## config.mk

```make
export PLATFORM = sky130hd
export DESIGN_NAME = kf8088_bus_cycle_generator
export DESIGN_NICKNAME = d
export VERILOG_FILES = /design/src/rtl/kf8088_bus_cycle_generator.sv
export SDC_FILE = /design/constraint.sdc
export NUM_CORES = 1
export LEC_CHECK = 0
export ABC_AREA = 1
export BUFFER_PORTS_ARGS = -buffer_cell sky130_fd_sc_hd__clkbuf_2
export CAP_MARGIN = 10
export CORE_MARGIN = 8
export CORE_UTILIZATION = 52
export DETAILED_ROUTE_END_ITERATION = 16
export GPL_TIMING_DRIVEN = 0
export PLACE_DENSITY = 0.89
export SLEW_MARGIN = 25
export SYNTH_ARGS = -nofsm -noshare
export SYNTH_HDL_FRONTEND = slang
export SYNTH_SLANG_ARGS = --single-unit
```

## constraint.sdc

```tcl
create_clock -name clock -period 2.1 [get_ports clock]
set_input_delay 0.315 -clock clock [delete_from_list [all_inputs] [get_ports clock]]
set_output_delay 0.315 -clock clock [all_outputs]
set_load 0.02 [all_outputs]
```

## src/rtl/kf8088_bus_cycle_generator.sv

```systemverilog
// -----------------------------------------------------------------------------
// kf8088_bus_cycle_generator
//
// Initiator side of the 8088 status bus. Accepts one bus-cycle request at a
// time from the CPU core and sequences it through T1..T4 machine cycles, with
// READY-driven wait states (TW). It drives the S2..S0 status code that the
// 8288-like bus controller decodes, plus the bus address and write data, and
// captures read data at the end of read-type cycles.
//
// Ports:
//   clock            system clock, all state updates on its rising edge
//   reset_n          asynchronous active-low reset
//   cpu_clock        CPU clock level, sampled on clock (edges found internally)
//   req_valid        request present, fields held until req_ready
//   req_status       S2..S0 of the requested cycle (3'b111 never accepted)
//   req_address      cycle address
//   req_write_data   data for write cycles
//   req_ready        one-clock pulse on request acceptance
//   rsp_valid        one-clock pulse on cycle completion
//   rsp_read_data    data of the last read-type cycle, held between captures
//   ready            bus READY (already synchronised)
//   bus_data_in      bus read data
//   processor_status S2..S0 to the bus controller
//   bus_address      cycle address on the bus
//   bus_data_out     write data on the bus
//   bus_data_oe      write data drive enable
//   bus_state        TI=0, T1=1, T2=2, T3=3, TW=4, T4=5
// -----------------------------------------------------------------------------
module kf8088_bus_cycle_generator #(
    parameter int ADDRESS_WIDTH = 20,
    parameter int DATA_WIDTH    = 8
) (
    input  logic                     clock,
    input  logic                     reset_n,
    input  logic                     cpu_clock,
    input  logic                     req_valid,
    input  logic [2:0]               req_status,
    input  logic [ADDRESS_WIDTH-1:0] req_address,
    input  logic [DATA_WIDTH-1:0]    req_write_data,
    output logic                     req_ready,
    output logic                     rsp_valid,
    output logic [DATA_WIDTH-1:0]    rsp_read_data,
    input  logic                     ready,
    input  logic [DATA_WIDTH-1:0]    bus_data_in,
    output logic [2:0]               processor_status,
    output logic [ADDRESS_WIDTH-1:0] bus_address,
    output logic [DATA_WIDTH-1:0]    bus_data_out,
    output logic                     bus_data_oe,
    output logic [2:0]               bus_state
);

    typedef enum logic [2:0] {
        ST_TI = 3'd0,
        ST_T1 = 3'd1,
        ST_T2 = 3'd2,
        ST_T3 = 3'd3,
        ST_TW = 3'd4,
        ST_T4 = 3'd5
    } bus_state_t;

    localparam logic [2:0] STATUS_PASSIVE = 3'b111;

    // Write-type status codes: 010 (IO write) and 110 (memory write).
    function automatic logic is_write_f(input logic [2:0] status);
        return (status == 3'b010) || (status == 3'b110);
    endfunction

    // Halt cycle has no data phase and ends after T2.
    function automatic logic is_halt_f(input logic [2:0] status);
        return (status == 3'b011);
    endfunction

    // Read-type codes: INTA 000, IO read 001, code fetch 100, memory read 101.
    function automatic logic is_read_f(input logic [2:0] status);
        return (status == 3'b000) || (status == 3'b001) ||
               (status == 3'b100) || (status == 3'b101);
    endfunction

    bus_state_t                 state_r, state_s;
    logic                       prev_cpu_clock_r;
    logic                       pending_r, pending_s;
    logic [2:0]                 lat_status_r, lat_status_s;
    logic [ADDRESS_WIDTH-1:0]   lat_address_r, lat_address_s;
    logic [DATA_WIDTH-1:0]      lat_data_r, lat_data_s;
    logic                       ready_q_r, ready_q_s;
    logic [2:0]                 status_r, status_s;
    logic [ADDRESS_WIDTH-1:0]   bus_address_r, bus_address_s;
    logic [DATA_WIDTH-1:0]      bus_data_out_r, bus_data_out_s;
    logic                       bus_data_oe_r, bus_data_oe_s;
    logic                       req_ready_r, req_ready_s;
    logic                       rsp_valid_r, rsp_valid_s;
    logic [DATA_WIDTH-1:0]      rsp_read_data_r, rsp_read_data_s;

    logic                       pos_event_s;
    logic                       neg_event_s;
    logic                       accept_s;

    assign pos_event_s = ~prev_cpu_clock_r & cpu_clock;
    assign neg_event_s = prev_cpu_clock_r & ~cpu_clock;
    // pending guard keeps a second posedge in the same TI from re-latching.
    assign accept_s    = req_valid & (req_status != STATUS_PASSIVE) & ~pending_r;

    assign bus_state        = state_r;
    assign processor_status = status_r;
    assign bus_address      = bus_address_r;
    assign bus_data_out     = bus_data_out_r;
    assign bus_data_oe      = bus_data_oe_r;
    assign req_ready        = req_ready_r;
    assign rsp_valid        = rsp_valid_r;
    assign rsp_read_data    = rsp_read_data_r;

    // Next-state and next-output logic: posedge events drive status and
    // acceptance, negedge events move the T-state sequencer.
    always_comb begin
        state_s         = state_r;
        pending_s       = pending_r;
        lat_status_s    = lat_status_r;
        lat_address_s   = lat_address_r;
        lat_data_s      = lat_data_r;
        ready_q_s       = ready_q_r;
        status_s        = status_r;
        bus_address_s   = bus_address_r;
        bus_data_out_s  = bus_data_out_r;
        bus_data_oe_s   = bus_data_oe_r;
        req_ready_s     = 1'b0;
        rsp_valid_s     = 1'b0;
        rsp_read_data_s = rsp_read_data_r;

        if (pos_event_s) begin
            case (state_r)
                ST_TI, ST_T4: begin
                    // Status goes active here, half a CPU clock before T1.
                    if (accept_s) begin
                        lat_status_s  = req_status;
                        lat_address_s = req_address;
                        lat_data_s    = req_write_data;
                        status_s      = req_status;
                        req_ready_s   = 1'b1;
                        pending_s     = 1'b1;
                    end else begin
                        pending_s     = pending_r;
                    end
                end
                ST_T2: begin
                    if (is_halt_f(lat_status_r)) begin
                        status_s = STATUS_PASSIVE;
                    end else begin
                        status_s = status_r;
                    end
                end
                ST_T3, ST_TW: begin
                    // READY high means the cycle ends at the next negedge,
                    // so the status returns to passive right away.
                    ready_q_s = ready;
                    if (ready) begin
                        status_s = STATUS_PASSIVE;
                    end else begin
                        status_s = status_r;
                    end
                end
                default: begin
                    status_s = status_r;
                end
            endcase
        end else if (neg_event_s) begin
            case (state_r)
                ST_TI: begin
                    if (pending_r) begin
                        state_s       = ST_T1;
                        bus_address_s = lat_address_r;
                        pending_s     = 1'b0;
                    end else begin
                        state_s       = ST_TI;
                    end
                end
                ST_T1: begin
                    state_s = ST_T2;
                    if (is_write_f(lat_status_r)) begin
                        bus_data_out_s = lat_data_r;
                        bus_data_oe_s  = 1'b1;
                    end else begin
                        bus_data_oe_s  = 1'b0;
                    end
                end
                ST_T2: begin
                    if (is_halt_f(lat_status_r)) begin
                        state_s     = ST_TI;
                        rsp_valid_s = 1'b1;
                    end else begin
                        state_s     = ST_T3;
                    end
                end
                ST_T3, ST_TW: begin
                    if (ready_q_r) begin
                        state_s     = ST_T4;
                        rsp_valid_s = 1'b1;
                        if (is_read_f(lat_status_r)) begin
                            rsp_read_data_s = bus_data_in;
                        end else begin
                            rsp_read_data_s = rsp_read_data_r;
                        end
                    end else begin
                        state_s = ST_TW;
                    end
                end
                ST_T4: begin
                    bus_data_oe_s = 1'b0;
                    // A request accepted at the T4 posedge chains straight into T1.
                    if (pending_r) begin
                        state_s       = ST_T1;
                        bus_address_s = lat_address_r;
                        pending_s     = 1'b0;
                    end else begin
                        state_s       = ST_TI;
                    end
                end
                default: begin
                    state_s       = ST_TI;
                    status_s      = STATUS_PASSIVE;
                    bus_data_oe_s = 1'b0;
                end
            endcase
        end else begin
            state_s = state_r;
        end
    end

    // State and output registers with asynchronous active-low reset.
    always_ff @(posedge clock or negedge reset_n) begin
        if (!reset_n) begin
            state_r          <= ST_TI;
            prev_cpu_clock_r <= 1'b0;
            pending_r        <= 1'b0;
            lat_status_r     <= STATUS_PASSIVE;
            lat_address_r    <= {ADDRESS_WIDTH{1'b0}};
            lat_data_r       <= {DATA_WIDTH{1'b0}};
            ready_q_r        <= 1'b0;
            status_r         <= STATUS_PASSIVE;
            bus_address_r    <= {ADDRESS_WIDTH{1'b0}};
            bus_data_out_r   <= {DATA_WIDTH{1'b0}};
            bus_data_oe_r    <= 1'b0;
            req_ready_r      <= 1'b0;
            rsp_valid_r      <= 1'b0;
            rsp_read_data_r  <= {DATA_WIDTH{1'b0}};
        end else begin
            state_r          <= state_s;
            prev_cpu_clock_r <= cpu_clock;
            pending_r        <= pending_s;
            lat_status_r     <= lat_status_s;
            lat_address_r    <= lat_address_s;
            lat_data_r       <= lat_data_s;
            ready_q_r        <= ready_q_s;
            status_r         <= status_s;
            bus_address_r    <= bus_address_s;
            bus_data_out_r   <= bus_data_out_s;
            bus_data_oe_r    <= bus_data_oe_s;
            req_ready_r      <= req_ready_s;
            rsp_valid_r      <= rsp_valid_s;
            rsp_read_data_r  <= rsp_read_data_s;
        end
    end

endmodule
```

==> flow_metrics.env <==
export IMPL_yosys_cell_count_top_type="sky130_fd_sc_hd__nand2_1"
export IMPL_critical_path_n_buffers_inverters=4
export IMPL_clock_tree_from_tritoncts="yes"
export IMPL_dieWidth_um=96.4
export IMPL_cellPowerDensity_nw_per_um2=1370
export IMPL_design_final_nets=500
export IMPL_cts_repair_timing_setup_buffer_count=0
export IMPL_global_route_usage_total_pct=17.3
export IMPL_rsz0062_at_grt="no"
export IMPL_finalSetupViolCount=0
export IMPL_die_h_um=96.4
export IMPL_postSynth_topFlopCell="sky130_fd_sc_hd__dfrtp_1"
export IMPL_setup_worst_path_end_class="register"
export IMPL_routed_wl_met3_um=551
export IMPL_final_period_minus_worst_setup_slack_ps=1860
export IMPL_worst_clock_skew_ps=12.5
export IMPL_antenna_left=0
export IMPL_timing_rr_end="bus_address[5]"
export IMPL_worst_ir_drop_vdd_mv=0.826
export IMPL_worst_pin_slew_ps=483
export IMPL_ys_warnings_count=0
export IMPL_crit_chain="inv_1, ha_1, inv_2, nand2_1, inv_2, nand3_1, clkbuf_1, o21ai_0"
export IMPL_holdPathEnd="prev_cpu_clock_r"
export IMPL_slowest_delay_ps=410
export IMPL_grt_pass1_vias=2776
export IMPL_worst_setup_hold_path_clk_slew_ps=80
export IMPL_drcViolationCount=0
export IMPL_static_leakage_power_nw=2.17
export IMPL_slew_limit_headroom_pct=67.8
export IMPL_total_inserted_antenna_cells=0
export IMPL_place_detailed_hpwl_mm=5.56
export IMPL_floorplan_rows=29
export IMPL_flow_area_growth_from_synthesis_pct=22.0
export IMPL_cts_root_to_sink_buffers=2
export IMPL_path_max_fanout=10
export IMPL_critical_path_most_common_cell="sky130_fd_sc_hd__inv_2"
export IMPL_clock_tree_root_cell="sky130_fd_sc_hd__clkbuf_8"
export IMPL_final_total_negative_setup_slack_ps=0
export IMPL_drv_cap=0
export IMPL_synth_area_top_cells="sky130_fd_sc_hd__dfrtp_1 54%, sky130_fd_sc_hd__nand2_1 11%, sky130_fd_sc_hd__o21ai_0 6.1%"
export IMPL_totalWireLength_mm=7.38
export IMPL_post_route_period_util_pct=88.5
export IMPL_min_path_cells=1
export IMPL_post_synth_instance_area_um2=3360
export IMPL_hold_violations=0
export IMPL_critical_path_slowest_cell="sky130_fd_sc_hd__dfrtp_1"
export IMPL_net_count_after_synthesis=399
export IMPL_worst_r2r_path_depth=8
export IMPL_path_category_of_the_worst_min_delay_check="primary input to register"
export IMPL_synth_avg_cell_area_um2=9.55
export IMPL_routed_wire_length_per_instance_um=13.8
export IMPL_die_area_um2=9300
export IMPL_post_synth_num_cell_types=27
export IMPL_synth_enable_flop_cells=0
export IMPL_netlist_instances=352
export IMPL_place_gp_congestion=0.840
export IMPL_clock_sinks=79
export IMPL_buffer_ports_inserted=88
export IMPL_worst_path_dominant_cell_family="buffers and inverters"
export IMPL_start_kind="register"
export IMPL_number_of_antenna_violations_at_the_first_check_in_global_routing=0
export IMPL_run_status="complete, no violations"
export IMPL_area_of_the_core_um2=6310
export IMPL_yosysSeqAreaShare_pct=59.0
export IMPL_global_route_overflow_total=0
export IMPL_path_depth=8
export IMPL_rrSetupSlack_ps=240
export IMPL_m1WireLength_mm=3.04
export IMPL_hp_start="cpu_clock"
export IMPL_synth_seq_cells=79
export IMPL_fraction_of_final_layout_cells_with_drive_strength_greater_than_1_pct=33.6
export IMPL_detailroute_via_count=2572
export IMPL_initial_drc_count=105
export IMPL_firstDrtPassIters=4
export IMPL_num_io_pins=89
export IMPL_setup_cp_type="register to register"
export IMPL_initial_core_util_pct=53.3
export IMPL_clkLatencyLatePin_ps=340
export IMPL_yosys_top_cells_count="98 x sky130_fd_sc_hd__nand2_1, 73 x sky130_fd_sc_hd__dfrtp_1, 50 x sky130_fd_sc_hd__inv_1"
export IMPL_cts_htree_levels=3
export IMPL_maxSlewViolCount=0
export IMPL_placedCellCount=518
export IMPL_via_per_inst=4.81
export IMPL_fin_cells=535
export IMPL_place_worst_setup_slack_ps=247
export IMPL_synth_top_area_share_pct=54.3
export IMPL_wire_length_of_the_first_global_routing_pass_mm=12.5
export IMPL_tritoncts_num_buffers=9
export IMPL_synth_largest_area_cell="sky130_fd_sc_hd__dfrtp_1"
export IMPL_timing_hold_ws_ps=116
export IMPL_critical_path_required_ps=2300
export IMPL_timing_rr_start="prev_cpu_clock_r"
export IMPL_worst_ep_arrival_time_ps=2060
export IMPL_wl_met2_mm=3.70
export IMPL_clock_fmax_mhz=538
export IMPL_setup_slack_ps=242
export IMPL_ys_async_sr_fraction_pct=100
export IMPL_topRoutingLayerUsed="met4"
export IMPL_grt_start_max_net_pins=46
==> worst max path at each step <==
stage | from | to | slack, ps
after floorplan | bus_state[1] | lat_address_r[12] | 610
after global placement | reset_n | bus_state[1] | 40
after detailed placement | prev_cpu_clock_r | bus_address[6] | 250
after CTS | prev_cpu_clock_r | bus_address[5] | 230
after global routing | prev_cpu_clock_r | bus_address[5] | 80
final | prev_cpu_clock_r | bus_address[5] | 240
==> metrics by stage <==
| step | util, % | total power (W) | cell area, µm² |
|---|---|---|---|
| floorplan | - | 0.00398 | 3360 |
| global placement | 61.8 | 0.00458 | 3900 |
| detailed placement | 62.1 | 0.00470 | 3920 |
| CTS | 65.0 | 0.00570 | 4100 |
| global route | 65.0 | 0.00605 | 4100 |
| finish | 65.0 | 0.00563 | 4100 |
==> layout by cell type (no fill, tap or decap), types with 3 or more instances in the layout <==
master / instances
sky130_fd_sc_hd__nand3_1: 12
sky130_fd_sc_hd__clkbuf_8: 10
sky130_fd_sc_hd__nor2_1: 7
sky130_fd_sc_hd__o21ai_0: 41
sky130_fd_sc_hd__o21ai_2: 19
sky130_fd_sc_hd__a21oi_1: 6
sky130_fd_sc_hd__nand2_1: 98
sky130_fd_sc_hd__inv_1: 50
sky130_fd_sc_hd__dfstp_2: 6
sky130_fd_sc_hd__ha_1: 3
sky130_fd_sc_hd__clkbuf_2: 88
sky130_fd_sc_hd__clkinv_2: 5
sky130_fd_sc_hd__buf_2: 3
sky130_fd_sc_hd__dfrtp_1: 73
sky130_fd_sc_hd__o21ai_1: 10
sky130_fd_sc_hd__buf_12: 3
sky130_fd_sc_hd__nand2_2: 3
sky130_fd_sc_hd__inv_2: 3
==> where the power goes <==
| part | leakage [nW] | switching [W] | internal (W) |
|---|---|---|---|
| Combinational | 1.09 | 0.00136 | 0.000749 |
| Clock | 0.0960 | 0.000528 | 0.000455 |
| Sequential | 0.985 | 0.000337 | 0.00220 |
==> worst reg2reg max path, cell delays in order, from the launching register on <==
cell	delay (ps)
sky130_fd_sc_hd__dfrtp_1	410
sky130_fd_sc_hd__inv_1	70
sky130_fd_sc_hd__ha_1	290
sky130_fd_sc_hd__inv_2	90
sky130_fd_sc_hd__nand2_1	120
sky130_fd_sc_hd__inv_2	70
sky130_fd_sc_hd__nand3_1	150
sky130_fd_sc_hd__clkbuf_1	360
sky130_fd_sc_hd__o21ai_0	160
==> cells by family (layout without fill, tap and decap cells) <==
family,Yosys count,count (layout),synth area share (%)
AOI/OAI and AO/OA,77,77,13.9
adders and majority gates,3,3,1.12
buffers and inverters,66,172,9.45
and+or+nand+nor,127,127,16.5
DFF,79,79,59.0
==> what timing repair did <==
action                                 CTS  global route
endpoints found under the hold margin   31             0
hold buffers                             1             0
gates resized for setup                  0             0
==> registers in the layout (all words and copies together), names as in the netlist, 3 cells and up <==
name and flops:
bus_state 3, lat_status_r 3, lat_address_r 20, lat_data_r 8, processor_status 3, bus_address 20, bus_data_out 8, rsp_read_data 8
==> routing by layer <==
| layer | vias up | global-route usage (%) |
|---|---|---|
| met1 | 1188 | 20.2 |
| li1 | 1300 | - |
| met5 | - | 0 |
| met4 | 0 | 6.81 |
| met3 | 7 | 4.79 |
| met2 | 77 | 29.5 |
==> layout make-up <==
cell class / instances / area (µm²)
multi-input combinational: 207 / 1060
tap: 77 / 96.3
sequential: 79 / 1980
timing repair buffer: 90 / 473
clock buffer: 10 / 138
clock inverter: 6 / 33.8
inverter: 54 / 205
fill: 520 / 2210
buffer: 12 / 113
No activity file was read; power rests on OpenSTA's default activity.
